[config.mk]
export PLATFORM = sky130hd
export DESIGN_NAME = cp0_timer_irq_flat
export DESIGN_NICKNAME = d
export VERILOG_FILES = /design/src/rtl/cp0_timer_irq_if.sv /design/src/rtl/cp0_timer_irq.sv /design/src/flat_wrapper.sv
export SDC_FILE = /design/constraint.sdc
export NUM_CORES = 1
export LEC_CHECK = 0
export CAP_MARGIN = 20
export CORE_UTILIZATION = 50
export DETAILED_ROUTE_END_ITERATION = 12
export PLACE_DENSITY_LB_ADDON = 0.05
export SLEW_MARGIN = 30
export SYNTH_ARGS = -nofsm -noshare
export SYNTH_HDL_FRONTEND = slang
export SYNTH_SLANG_ARGS = --single-unit
[constraint.sdc]
create_clock -name clk -period 3.59 [get_ports clk]
set_clock_uncertainty 0.2 [all_clocks]
set_input_delay 0.8975 -clock clk [delete_from_list [all_inputs] [get_ports clk]]
set_output_delay 0.8975 -clock clk [all_outputs]
set_load 0.02 [all_outputs]
[src/rtl/cp0_timer_irq_if.sv]
// CP0 side-band bus: mfc0/mtc0 access, commit-stage exception info and interrupt outputs.
interface cp0_timer_irq_if #(
    parameter int unsigned NUM_HWINT = 5
);
    logic [4:0]           A1;
    logic [4:0]           A2;
    logic [31:0]          DIn;
    logic                 CPWr;
    logic [31:0]          DOut;
    logic [31:0]          PC;
    logic                 BD;
    logic [4:0]           ExcCode;
    logic [31:0]          BadVA;
    logic [NUM_HWINT-1:0] HWInt;
    logic                 EXLClr;
    logic                 IntReq;
    logic [31:0]          EPC;
    logic                 TimerIrq;

    modport slave (
        input  A1, A2, DIn, CPWr, PC, BD, ExcCode, BadVA, HWInt, EXLClr,
        output DOut, IntReq, EPC, TimerIrq
    );

    modport master (
        output A1, A2, DIn, CPWr, PC, BD, ExcCode, BadVA, HWInt, EXLClr,
        input  DOut, IntReq, EPC, TimerIrq
    );
endinterface

[src/rtl/cp0_timer_irq.sv]
// Coprocessor-0: SR/Cause/EPC/PRId/BadVAddr plus a Count/Compare timer feeding
// the top interrupt line; decides handler entry for the committing instruction.
module cp0_timer_irq #(
    parameter int unsigned NUM_HWINT = 5,
    parameter bit          HAS_TIMER = 1'b1,
    parameter logic [31:0] PRID_VAL  = 32'h2437_1277
) (
    input logic           clk,
    input logic           reset,
    cp0_timer_irq_if.slave bus
);
    localparam int unsigned N      = NUM_HWINT + 1;
    localparam int unsigned IP_LSB = 10;

    logic [N-1:0] im;
    logic         exl;
    logic         ie;
    logic         cause_bd;
    logic [N-1:0] ip;
    logic [4:0]   exc_code;
    logic [31:0]  epc;
    logic [31:0]  bad_vaddr;
    logic [31:0]  count;
    logic [31:0]  compare;
    logic         ti;

    logic [N-1:0] lines;
    logic         irq;
    logic         int_req;
    logic         wr;
    logic         wr_count;
    logic         wr_compare;
    logic [31:0]  sr_rd;
    logic [31:0]  cause_rd;

    assign lines   = {ti, bus.HWInt};
    assign irq     = ie & (|(lines & im));
    assign int_req = ~exl & (irq | (bus.ExcCode != 5'd0));

    // An mtc0 is dropped whenever the same cycle enters the handler.
    assign wr         = bus.CPWr & ~int_req;
    assign wr_count   = wr & (bus.A2 == 5'd9);
    assign wr_compare = wr & (bus.A2 == 5'd11);

    assign sr_rd    = (32'(im) << IP_LSB) | {30'd0, exl, ie};
    assign cause_rd = {cause_bd, 31'd0} | (32'(ip) << IP_LSB) | (32'(exc_code) << 2);

    always_comb begin
        bus.DOut = 32'd0;
        case (bus.A1)
            5'd8:    bus.DOut = bad_vaddr;
            5'd9:    bus.DOut = count;
            5'd11:   bus.DOut = compare;
            5'd12:   bus.DOut = sr_rd;
            5'd13:   bus.DOut = cause_rd;
            5'd14:   bus.DOut = epc;
            5'd15:   bus.DOut = PRID_VAL;
            default: bus.DOut = 32'd0;
        endcase
    end

    assign bus.IntReq   = int_req;
    assign bus.EPC      = epc;
    assign bus.TimerIrq = ti;

    // Exception/interrupt state; handler entry takes precedence over eret and mtc0.
    always_ff @(posedge clk) begin
        if (!reset) begin
            im        <= '0;
            exl       <= 1'b0;
            ie        <= 1'b0;
            cause_bd  <= 1'b0;
            ip        <= '0;
            exc_code  <= 5'd0;
            epc       <= 32'd0;
            bad_vaddr <= 32'd0;
        end else begin
            ip <= lines;
            if (int_req) begin
                exl      <= 1'b1;
                cause_bd <= bus.BD;
                epc      <= bus.BD ? (bus.PC - 32'd4) : bus.PC;
                exc_code <= irq ? 5'd0 : bus.ExcCode;
                if (!irq && (bus.ExcCode == 5'd4 || bus.ExcCode == 5'd5)) begin
                    bad_vaddr <= bus.BadVA;
                end
            end else begin
                if (bus.EXLClr) begin
                    exl <= 1'b0;
                end
                if (wr && bus.A2 == 5'd12) begin
                    im  <= bus.DIn[IP_LSB +: N];
                    exl <= bus.DIn[1];
                    ie  <= bus.DIn[0];
                end
                if (wr && bus.A2 == 5'd14) begin
                    epc <= {bus.DIn[31:2], 2'b00};
                end
            end
        end
    end

    if (HAS_TIMER) begin : g_timer
        // Free-running counter; a Compare write clears TI and beats a same-edge match.
        always_ff @(posedge clk) begin
            if (!reset) begin
                count   <= 32'd0;
                compare <= 32'd0;
                ti      <= 1'b0;
            end else begin
                count <= wr_count ? bus.DIn : (count + 32'd1);
                if (wr_compare) begin
                    compare <= bus.DIn;
                    ti      <= 1'b0;
                end else if (count == compare) begin
                    ti <= 1'b1;
                end
            end
        end
    end else begin : g_no_timer
        assign count   = 32'd0;
        assign compare = 32'd0;
        assign ti      = 1'b0;
    end
endmodule

[src/flat_wrapper.sv]
// flat-port wrapper written by rule: the top's interface ports become plain ports
module cp0_timer_irq_flat 
#(
    parameter int unsigned NUM_HWINT = 5,
    parameter bit          HAS_TIMER = 1'b1,
    parameter logic [31:0] PRID_VAL  = 32'h2437_1277
)
  (clk, reset, bus_A1, bus_A2, bus_DIn, bus_CPWr, bus_PC, bus_BD, bus_ExcCode, bus_BadVA, bus_HWInt, bus_EXLClr, bus_DOut, bus_IntReq, bus_EPC, bus_TimerIrq);
  cp0_timer_irq_if #(.NUM_HWINT(NUM_HWINT)) bus_i ();
  input logic clk;
  input logic reset;
  input wire logic [$bits(bus_i.A1)-1:0] bus_A1;
  input wire logic [$bits(bus_i.A2)-1:0] bus_A2;
  input wire logic [$bits(bus_i.DIn)-1:0] bus_DIn;
  input wire logic [$bits(bus_i.CPWr)-1:0] bus_CPWr;
  input wire logic [$bits(bus_i.PC)-1:0] bus_PC;
  input wire logic [$bits(bus_i.BD)-1:0] bus_BD;
  input wire logic [$bits(bus_i.ExcCode)-1:0] bus_ExcCode;
  input wire logic [$bits(bus_i.BadVA)-1:0] bus_BadVA;
  input wire logic [$bits(bus_i.HWInt)-1:0] bus_HWInt;
  input wire logic [$bits(bus_i.EXLClr)-1:0] bus_EXLClr;
  output wire logic [$bits(bus_i.DOut)-1:0] bus_DOut;
  output wire logic [$bits(bus_i.IntReq)-1:0] bus_IntReq;
  output wire logic [$bits(bus_i.EPC)-1:0] bus_EPC;
  output wire logic [$bits(bus_i.TimerIrq)-1:0] bus_TimerIrq;
  assign bus_i.A1 = bus_A1;
  assign bus_i.A2 = bus_A2;
  assign bus_i.DIn = bus_DIn;
  assign bus_i.CPWr = bus_CPWr;
  assign bus_i.PC = bus_PC;
  assign bus_i.BD = bus_BD;
  assign bus_i.ExcCode = bus_ExcCode;
  assign bus_i.BadVA = bus_BadVA;
  assign bus_i.HWInt = bus_HWInt;
  assign bus_i.EXLClr = bus_EXLClr;
  assign bus_DOut = bus_i.DOut;
  assign bus_IntReq = bus_i.IntReq;
  assign bus_EPC = bus_i.EPC;
  assign bus_TimerIrq = bus_i.TimerIrq;
  cp0_timer_irq #(.NUM_HWINT(NUM_HWINT), .HAS_TIMER(HAS_TIMER), .PRID_VAL(PRID_VAL)) u_core (.clk(clk), .reset(reset), .bus(bus_i));
endmodule
=== Word-level counts from Yosys, hierarchy flattened ===
Cells that the tools add are included.
W data, S select, Z words.

* Input bits: 121
* Logic and storage cells: 61
* Flip-flop bits (word level): 149

* Mux-type cells: 9
* Reduce and logical (&&, ||, !) cells: 12
* Add/subtract/negate cells: 2
* Bitwise gates (word level): 13
* Equal/unequal tests: 14

{| class="wikitable"
|+ Operators by type and width
! operator !! number
|-
| $pmux W32 S7 || 1
|-
| $mux W32 || 4
|-
| $eq A5 B4 Y1 const B || 11
|-
| $add A32 B1 Y32 const B || 1
|-
| $eq A32 B32 Y1 || 1
|-
| $or A32 B16 Y32 || 1
|-
| $or A32 B7 Y32 || 1
|-
| $sub A32 B3 Y32 const B || 1
|-
| $or A16 B2 Y16 || 1
|-
| $eq A5 B3 Y1 const B || 2
|-
| $and A6 B6 Y6 || 1
|-
| $reduce_or A6 Y1 || 1
|-
| $and A1 B1 Y1 || 5
|-
| $mux W5 || 1
|-
| $reduce_bool A5 Y1 || 1
|-
| $reduce_and A2 Y1 || 2
|-
| $logic_and A1 B1 Y1 || 3
|-
| $mux W1 || 3
|-
| $not A1 Y1 || 3
|-
| $reduce_bool A3 Y1 || 1
|-
| $reduce_bool A2 Y1 || 1
|-
| $reduce_or A2 Y1 || 1
|-
| $logic_not A1 Y1 || 1
|-
| $logic_or A1 B1 Y1 || 1
|-
| $or A1 B1 Y1 || 1
|}

=== Longest topological paths before layout ===
* Word-level depth: 10
* Depth in mapped cells: 8

=== Worst setup path after synthesis ===
OpenSTA, ideal clock, no wires.

* Path type: in2out
* Start point: input bus_A1[3]
* End point: output bus_DOut[31]
* Slack: 0.227 ns
* Path buffers: 2
* Arrival: 2.265 ns
* Data required time: 2.493 ns
* Stages on the path: 7
* Path through: nor2b_1 and3_1 nor2b_1 clkbuf_1 clkbuf_1 a22oi_1 nand2_1

* Cells in the longest elaborated chain, start to end: 2
* Elaborated cells between the ends (all ways): 8
* Those cells by class: eq/ne (7); mux (1)

{| class="wikitable"
|+ RTL lines
! item !! line !! source
|-
| start, declared || flat_wrapper.sv:12 || <nowiki>input wire logic [$bits(bus_i.A1)-1:0] bus_A1;</nowiki>
|-
| $eq A5 B4 Y1 || cp0_timer_irq.sv:50 || <nowiki>case (bus.A1)</nowiki>
|-
| $pmux W32 S7 * || cp0_timer_irq.sv:50 ||
|-
| end, declared || flat_wrapper.sv:22 || <nowiki>output wire logic [$bits(bus_i.DOut)-1:0] bus_DOut;</nowiki>
|}

Mark *: on every way between the ends. The rest lies on a longest branch, timed or not.

=== Worst setup path after layout ===
* Start point: input bus_HWInt[2]
* End point: output bus_IntReq

* Cells in the longest elaborated chain, start to end: 5

{| class="wikitable"
|+ RTL lines
! item !! line !! source
|-
| start, declared || flat_wrapper.sv:20 || <nowiki>input wire logic [$bits(bus_i.HWInt)-1:0] bus_HWInt;</nowiki>
|-
| $and A6 B6 Y6 || cp0_timer_irq.sv:37 || <nowiki>assign irq = ie & (|(lines & im));</nowiki>
|-
| $reduce_or A6 Y1 || cp0_timer_irq.sv:37 ||
|-
| $and A1 B1 Y1 || cp0_timer_irq.sv:37 ||
|-
| $or A1 B1 Y1 || cp0_timer_irq.sv:38 || <nowiki>assign int_req = ~exl & (irq | (bus.ExcCode != 5'd0));</nowiki>
|-
| $and A1 B1 Y1 || cp0_timer_irq.sv:38 ||
|-
| end, declared || flat_wrapper.sv:23 || <nowiki>output wire logic [$bits(bus_i.IntReq)-1:0] bus_IntReq;</nowiki>
|}

Every way passes these cells.

==> results.tsv <==
metric	value	unit
outcome	completed	
fp.dieArea	0.0164	mm^2
peakVddDrop	0.366	mV
synth_warnings	0	
wl_met3	3510	um
routed_via_density	6.03	
route.vias.total	8204	
yosys-top-cells-area	dfxtp_1 (38%), mux2i_1 (9.0%), nand2_1 (6.5%)	
syn2layout_area_growth	38.3	%
rows	45	
min_period	3.52	ns
cp.required	2.49	ns
start_kind	input pin	
cts_sinks	149	
yosysTopAreaCell	dfxtp_1	
finalHoldViolCount	0	
finalSetupViolCount	0	
synth_top_area_share	37.6	%
tightest_slew	0.984	ns
final_antenna_net_count	0	
chipWidth	128	um
clockBufferDepth	2	
grt_pass1_vias	7546	
rsz0062_at_grt	no	
async_flop_share	0	%
ff_latch_area	0.00298	mm^2
drc	0	
port_buffers	186	
overflow	0	
nets	1261	
startpoint	bus_HWInt[2]	
clock_latency	0.43	ns
routedWlPerCell	21.4	um
start_util	51.6	%
htree_levels	4	
place.gp.congestion	0.934	
reg2reg_from	u_core.count[1]	
fp.coreArea	0.0154	mm^2
netlist_area	0.00793	mm^2
grt_use_total	36.4	%
powerDensity	396	mW/mm^2
worstPathArrival	2.42	ns
fillerInstances	1237	
synth_seq_cells	149	
wl_met1	12600	um
synth-edff-count	0	
criticalPathCategory	in2out	
placed_area	0.0103	mm^2
ys_types	48	
synth_ff_type	dfxtp_1	
relSlewSlack	33.8	%
hold_start	u_core.bad_vaddr[17]	
ios	187	
clockRootBuffer	clkbuf_16	
cp_max_fo	2	
syn_avg_cell_area	8.35	um^2
cts_inserted_buffers	17	
layout-drive-gt1-share	12.6	%
seq_area_frac_synth	37.6	%
antenna_found_initial	1	
drv_slew	0	
diodes	0	
finalCritPeriodShare	97.9	%
grt_pass1_wl	44300	um
cp-end-kind	output pin	
cts_tree	built	
hold_class	reg2reg	
topRoutingLayerUsed	met4	
max_freq	284	MHz
routed_wl	29100	um
wl_met2	12300	um
max-cap-violations	0	
synth_nets	1073	
synthCells	950	
dp_hpwl	21400	um
clk_pin_slew	0.06	ns
post-route-util	71.4	%
multiInputGateArea	0.00471	mm^2
first_pass_iters	6	
hold_buffers	0	
instances_no_fill	1361	
dp_cells	1322	
die_h	128	um
initialDrtViolationCount	885	
grt_max_degree	64	
leakage	3.96	nW
fin_area	0.0110	mm^2
-- worst max-delay path, cell delays in order --
cell and delay, ns:
clkdlybuf4s50_1 0.56, a22oi_1 0.15, a311oi_2 0.31, buf_4 0.19, nor2_4 0.03, inv_1 0.12
buf_4 0.16
-- sequential cells by signal (all words and copies together) (netlist names) --
register,cells
u_core.bad_vaddr,32
u_core.bus.EPC,32
u_core.ip,6
u_core.compare,32
u_core.ie,1
u_core.cause_bd,1
u_core.im,6
u_core.exl,1
u_core.exc_code,5
u_core.count,32
u_core.bus.TimerIrq,1
-- report_power, final --
| group | total [mW] | switching (mW) | internal, mW |
|---|---|---|---|
| clock | 1.95 | 0.692 | 1.26 |
| combinational | 0.612 | 0.311 | 0.302 |
| sequential | 1.78 | 0.0648 | 1.71 |
| total | 4.34 | 1.07 | 3.28 |
-- repair_timing --
action | CTS | global route
pin swaps | 20 | 5
setup endpoints to repair | 33 | 28
cloned | 3 | 0
gates resized for setup | 139 | 13
buffers inserted | 6 | 0
-- layout make-up --
class	instances	area share (%)
multi-input combinational	724	42.9
sequential	149	27.2
inverter	6	0.217
clock buffer	21	4.20
timing repair buffer	240	21.4
tap	211	2.41
clock inverter	10	1.62
-- per-stage QoR --
stage               TNS [ns]  hold slack, ns  worst slack, ns  power (mW)
floorplan                  0           0.236            0.227        2.04
global placement      -18.49           0.244           -0.618        2.40
detailed placement    -19.22           0.246           -0.631        2.41
CTS                        0           0.254          0.00764        4.33
global route               0           0.270           0.0145        4.47
finish                     0           0.255           0.0746        4.34
-- metal layers --
layer | global-route usage, % | up-vias
met4 | 11.8 | 0
met1 | 51.6 | 3885
met3 | 11.2 | 51
met2 | 52.3 | 490
met5 | 0 | -
li1 | - | 3778
-- cell usage after synthesis (24+ instances only) --
cell type	instances
clkbuf_1	59
nand2_1	137
a21oi_1	65
xor2_1	35
nor2_1	89
nand3_1	34
xnor2_1	52
dfxtp_1	149
o21ai_0	28
a211oi_1	28
a22oi_1	24
mux2i_1	71
-- cells in the final DEF, fill, tap and decap left out, types with 17 or more instances in the layout --
| cell type | n |
|---|---|
| mux2i_1 | 71 |
| a211oi_1 | 28 |
| dfxtp_1 | 149 |
| clkbuf_16 | 17 |
| nand2_1 | 137 |
| nand3_1 | 34 |
| clkdlybuf4s50_1 | 148 |
| nor2_1 | 88 |
| buf_4 | 42 |
| o21ai_0 | 28 |
| xnor2_1 | 52 |
| a22oi_1 | 24 |
| a21oi_1 | 65 |
| nand4_1 | 23 |
| a222oi_1 | 19 |
| xor2_1 | 35 |
-- kinds of logic (layout without fill, tap and decap cells) --
kind of cell | Yosys count | count (layout) | synth area share (%)
buffers and inverters | 77 | 277 | 3.86
adder cells (fa/ha/maj) | 2 | 2 | 0.315
AND/OR/NAND/NOR | 371 | 371 | 23.4
XOR/XNOR | 87 | 87 | 9.60
multiplexers | 71 | 71 | 8.96
AO/OA/AOI/OAI | 193 | 193 | 16.3
flip-flops | 149 | 149 | 37.6
-- final timing paths --
kind / slack [ns] / cells after the start / to
worst max register to register: 0.96 / 6 / u_core.count[26]
worst min-delay path: 0.25 / 2 / u_core.bad_vaddr[17]
worst min register to register: 0.25 / 2 / u_core.bad_vaddr[17]
worst max-delay path: 0.07 / 7 / bus_IntReq
Power figures use the tool's default switching activity.
==> patch 1: new RTL, same flow settings <==
`IP_LSB`: 10 -> 5.
--- a/src/rtl/cp0_timer_irq.sv
+++ b/src/rtl/cp0_timer_irq.sv
@@ -10,7 +10,7 @@
     cp0_timer_irq_if.slave bus
 );
     localparam int unsigned N      = NUM_HWINT + 1;
-    localparam int unsigned IP_LSB = 10;
+    localparam int unsigned IP_LSB = 5;
 
     logic [N-1:0] im;
     logic         exl;
Check against the original RTL: not equivalent (a bounded check fails within 4 cycles, from zero or initial values and one cycle with reset low).
==> patch 1 against the unedited design <==
  * The flow now finishes with violations (setup timing)
  * Sequential cell count is the same
  * Sequential share of layout area shrank 0.64 points
  * Wire length grew 2.8%
  * Final cell count grew 5.2%
  * Final area grew 2.4%
  * Total power shrank 1.8%
  * Die area grew 6.1%
  * Maximum frequency shrank 2.2%
  * Worst hold slack gained 0.012 ns
  * Synthesized area grew 6.2%
  * Via count grew 4.9%
  * First-iteration DRC count shrank 1.0%
  * Worst setup slack lost 0.077 ns
  * Critical path type unchanged
  * Critical endpoint is now bus_DOut[21]
==> patch 1: results (changes against the unedited design) <==
Run status
  • Status: complete, but fails checks (was complete, no violations)
  • Failing checks: setup timing

Yosys
  • Mean area per synthesized cell: 8.156 um^2 (was 8.351 um^2)
  • Mapped Nets: 1156 (was 1073)
  • List of most frequent post-synthesis cells: dfxtp_1, o21ai_0, a21oi_1 (was dfxtp_1, nand2_1, nor2_1)
  • Cell variety after synth: 55 (was 48)
  • Seq/Total Area, Yosys: 35.40% (was 37.60%)
  • Synth top area cells: dfxtp_1, xnor2_1, o21ai_0 (was dfxtp_1, mux2i_1, nand2_1)

Route
  • DR vias/cell: 6.013 (was 6.028)
  • Drt wl/cell: 20.88 um (was 21.37 um)
  • DRT Pass-1 Iters: 7 (was 6)
  • DRT iter0 DRCs: 876 (was 885)

Place
  • Dpl cell area: 10690 um^2 (was 10270 um^2)
  • Pre-CTS WS: -0.4589 ns (was -0.6311 ns)
  • Final GP Congestion: 0.9489 (was 0.9339)
  • Final HPWL DP: 22.08 mm (was 21.38 mm)
  • Placed cells: 1399 (was 1322)

Setup path
  • Reg2reg start: u_core.im[5] (was u_core.count[1])
  • CP Launch Point: bus_A1[3] (was bus_HWInt[2])
  • Worst-path fanout max: 29 (was 2)

Layout
  • Ratio of cells with drive above 1 in the final layout: 14.60% (was 12.61%)
  • Fillers: 1389 (was 1237)
  • Synth-to-Final Area Change: 33.37% (was 38.29%)
  • Fin nets: 1322 (was 1261)

Global routing
  • All-Layer GR Usage: 34.53% (was 36.40%)
  • Global-route wire length before repair: 45.85 mm (was 44.32 mm)
  • Largest net degree at the start of global routing: 115 (was 64)
  • Initial antenna violation count: 0 (was 1)
  • Vias in the first global route: 7799 (was 7546)

Power
  • Worst vdd ir: 0.3720 mV (was 0.3656 mV)
  • Switching pwr: 1.176 mW (was 1.067 mW)
  • Switching share of power: 27.57% (was 24.57%)
  • Seq pwr share: 41.6% (was 40.9%)

Min path
  • Worst Min Path Start: u_core.cause_bd (was u_core.bad_vaddr[17])

STA
  • Final setup fails: 1 (was 0)
  • Setup TNS: -0.002838 ns (was 0 ns)
  • Worst Max-Slew Pin Slew: 0.5546 ns (was 0.9838 ns)
  • Worst Slack Setup Final: -0.002838 ns (was 0.07458 ns)
[patch 1: cell types whose count changed after synthesis, sizes merged, moves of 18 or more]
cell,change
mux2i,-25
nand2,-56
mux2,+19
a21oi,+18
a22oi,-22
xnor2,+22
nand3,+45
a222oi,-19
nor2,-30
o21ai,+69
xor2,-20
[patch 1: critical path: stages]
cell and delay, ns:
clkdlybuf4s50_1 0.47, nor3b_2 0.24, and2_4 0.20, buf_12 0.18, nand2_1 0.09, o211ai_1 0.10
clkdlybuf4s15_2 0.28
[patch 1: final timing paths]
kind                             to  slack (ns)  cells past startpoint
hold / removal      u_core.cause_bd        0.27                      2
setup / recovery       bus_DOut[21]      -0.003                      7
hold reg to reg     u_core.cause_bd        0.27                      2
setup reg to reg  u_core.compare[1]        1.21                      7
[patch 1: what timing repair did]
| action | CTS | global route |
|---|---|---|
| pin swaps | 3 | 2 |
| endpoints found under the setup margin | 33 | 19 |
| setup buffers | 1 | 1 |
| resized for setup | 125 | 13 |
[patch 1: final cells by class]
cell class	instances	area, um^2	area share, %
multi-input combinational	779	5067	45.10
sequential	149	2983	26.54
tap	220	275.3	2.450
clock inverter	13	148.9	1.325
clock buffer	19	442.9	3.942
inverter	11	41.29	0.3674
timing repair buffer	241	2278	20.28
[patch 1: cell families after synthesis]
logic type | Yosys count | synth area share, %
compound gates | 280 | 21.28
mux | 65 | 8.004
buf+inv | 105 | 4.990
flops | 149 | 35.40
simple gates | 343 | 20.77
xor+xnor | 89 | 9.252
fa+ha+maj | 2 | 0.2970
[patch 1: routing by layer]
layer  part of all wire [%]  track usage, %  vias up
li1                       -               -     4076
met4                    1.9           9.819        0
met2                     43           50.50      416
met3                    9.7           6.344       46
met1                     45           51.33     4072
met5                      0               0        -
==> patch 2: new RTL, same flow settings <==
Without the edit above. Make the reset (`reset`) asynchronous in 2 clocked blocks.
--- a/src/rtl/cp0_timer_irq.sv
+++ b/src/rtl/cp0_timer_irq.sv
@@ -64,7 +64,7 @@
     assign bus.TimerIrq = ti;
 
     // Exception/interrupt state; handler entry takes precedence over eret and mtc0.
-    always_ff @(posedge clk) begin
+    always_ff @(posedge clk or negedge reset) begin
         if (!reset) begin
             im        <= '0;
             exl       <= 1'b0;
@@ -102,7 +102,7 @@
 
     if (HAS_TIMER) begin : g_timer
         // Free-running counter; a Compare write clears TI and beats a same-edge match.
-        always_ff @(posedge clk) begin
+        always_ff @(posedge clk or negedge reset) begin
             if (!reset) begin
                 count   <= 32'd0;
                 compare <= 32'd0;
Behaviour: differs if reset is asserted again (counterexample within 4 cycles, from zero or initial values and one cycle with reset low); with reset held inactive, the same outputs for 4 cycles.
==> patch 2 against the unedited design <==
  * Final area rose by 4.1%
  * Via count is 6.8% lower
  * Maximum frequency down 1.5%
  * Synthesized area is 6.4% higher
  * Die area is 6.3% higher
  * Sequential cell count is the same
  * Non-clock buffer count is 4 higher
  * Wire length shrank 8.5%
  * Worst setup slack worse by 0.053 ns
  * Core utilization down 2.2 points
  * Final cell count shrank 5.0%
  * Critical path type unchanged
  * Critical endpoint unchanged
  * Largest cell class unchanged
Power is not compared: it rests on default switching activity, and its combinational part moved more than twofold at a synthesized area within 25%.
==> patch 2: results (changes against the unedited design) <==
Route
  • Drt wl/cell: 20.57 um (was 21.37 um)
  • DRT iter0 DRCs: 573 (was 885)
  • DRT Pass-1 Iters: 5 (was 6)
  • DR vias/cell: 5.912 (was 6.028)

Place
  • Placed cells: 1257 (was 1322)
  • Final GP Congestion: 0.9063 (was 0.9339)

Yosys
  • Mux cell area share after synthesis: 11.76% (was 8.958%)
  • Cell variety after synth: 56 (was 48)
  • Cells after Synth: 849 (was 950)
  • Seq/Total Area, Yosys: 44.18% (was 37.60%)
  • Async S/R FF share, synth: 100.0% (was 0%)
  • Compound-cell area share of the yosys netlist: 13.49% (was 16.29%)
  • List of most frequent post-synthesis cells: dfrtp_1, nand2_1, o21ai_0 (was dfxtp_1, nand2_1, nor2_1)
  • Synth top area cells: dfrtp_1, mux2_2, xnor2_1 (was dfxtp_1, mux2i_1, nand2_1)
  • Post-Synth Adder-Cell Area: 0.2965% (was 0.3154%)

Min path
  • Hold Crit Class: primary input to asynchronous set/reset pin (was flop to flop)

Setup path
  • Reg2reg start: u_core.im[0] (was u_core.count[1])
  • CP Launch Point: bus_HWInt[1] (was bus_HWInt[2])
  • Max incr delay on CP: 0.42 ns (was 0.56 ns)
  • Crit path DAT: 2.47 ns (was 2.42 ns)
  • FF-to-FF End: u_core.compare[10] (was u_core.count[26])

Run status
  • Status: complete, no violations (unchanged)

Global routing
  • Largest net degree at the start of global routing: 72 (was 64)
  • Met2 usage: 46.88% (was 52.27%)
  • GR Layer Usage met1: 45.54% (was 51.57%)
  • GR Util met3: 6.959% (was 11.19%)
  • Global-route wire length before repair: 41.82 mm (was 44.32 mm)

Layout
  • Ratio of cells with drive above 1 in the final layout: 17.07% (was 12.61%)
  • Fillers: 1310 (was 1237)
  • Fin nets: 1182 (was 1261)
-- patch 2: area by class of cell --
cell class | instances | area, um^2 | share of cell area (%)
flip-flops and latches | 149 | 3729 | 32.64
inverters | 9 | 36.28 | 0.3176
clock inverters | 14 | 153.9 | 1.347
well taps | 220 | 275.3 | 2.409
repair buffers | 244 | 2290 | 20.04
multi-input cells | 638 | 4499 | 39.38
diodes | 1 | 2.502 | 0.02190
clock buffers | 18 | 439.2 | 3.844
-- patch 2: worst min-delay path by stage --
stage	from	to	slack [ns]
2_1_floorplan	u_core.exc_code[1]	u_core.exc_code[1]	0.24
3_5_place_dp	u_core.exc_code[2]	u_core.exc_code[2]	0.27
5_1_grt	u_core.exc_code[3]	u_core.exc_code[3]	0.31
6_report	reset	u_core.bus.EPC[20]	0.28
3_3_place_gp	u_core.exc_code[1]	u_core.exc_code[1]	0.26
4_1_cts	u_core.exc_code[1]	u_core.exc_code[1]	0.29
-- patch 2: metrics by stage --
stage | setup TNS, ns | instance area (um^2) | hold WS (ns) | setup slack [ns] | power, mW
after detailed placement | -17.08 | 10850 | 0.2710 | -0.5627 | 5.648
after global routing | -0.005911 | 11420 | 0.3065 | -0.003080 | 7.852
after global placement | -16.66 | 10850 | 0.2639 | -0.5186 | 5.597
after CTS | 0 | 11450 | 0.2920 | 0.0001283 | 7.438
final | 0 | 11420 | 0.2834 | 0.02166 | 7.450
after floorplan | 0 | 8439 | 0.2396 | 0.1610 | 4.419
-- patch 2: timing repair --
item	in CTS	in global routing
buffers inserted	0	2
setup endpoints to repair	33	25
pin swaps	3	7
gates cloned	1	0
resized for setup	89	32
-- patch 2: metal layers --
metal	vias to the layer above	share of wire [%]
li1	3496	-
met1	3746	45
met2	356	44
met3	44	8.1
met4	2	2.4
met5	-	0.049
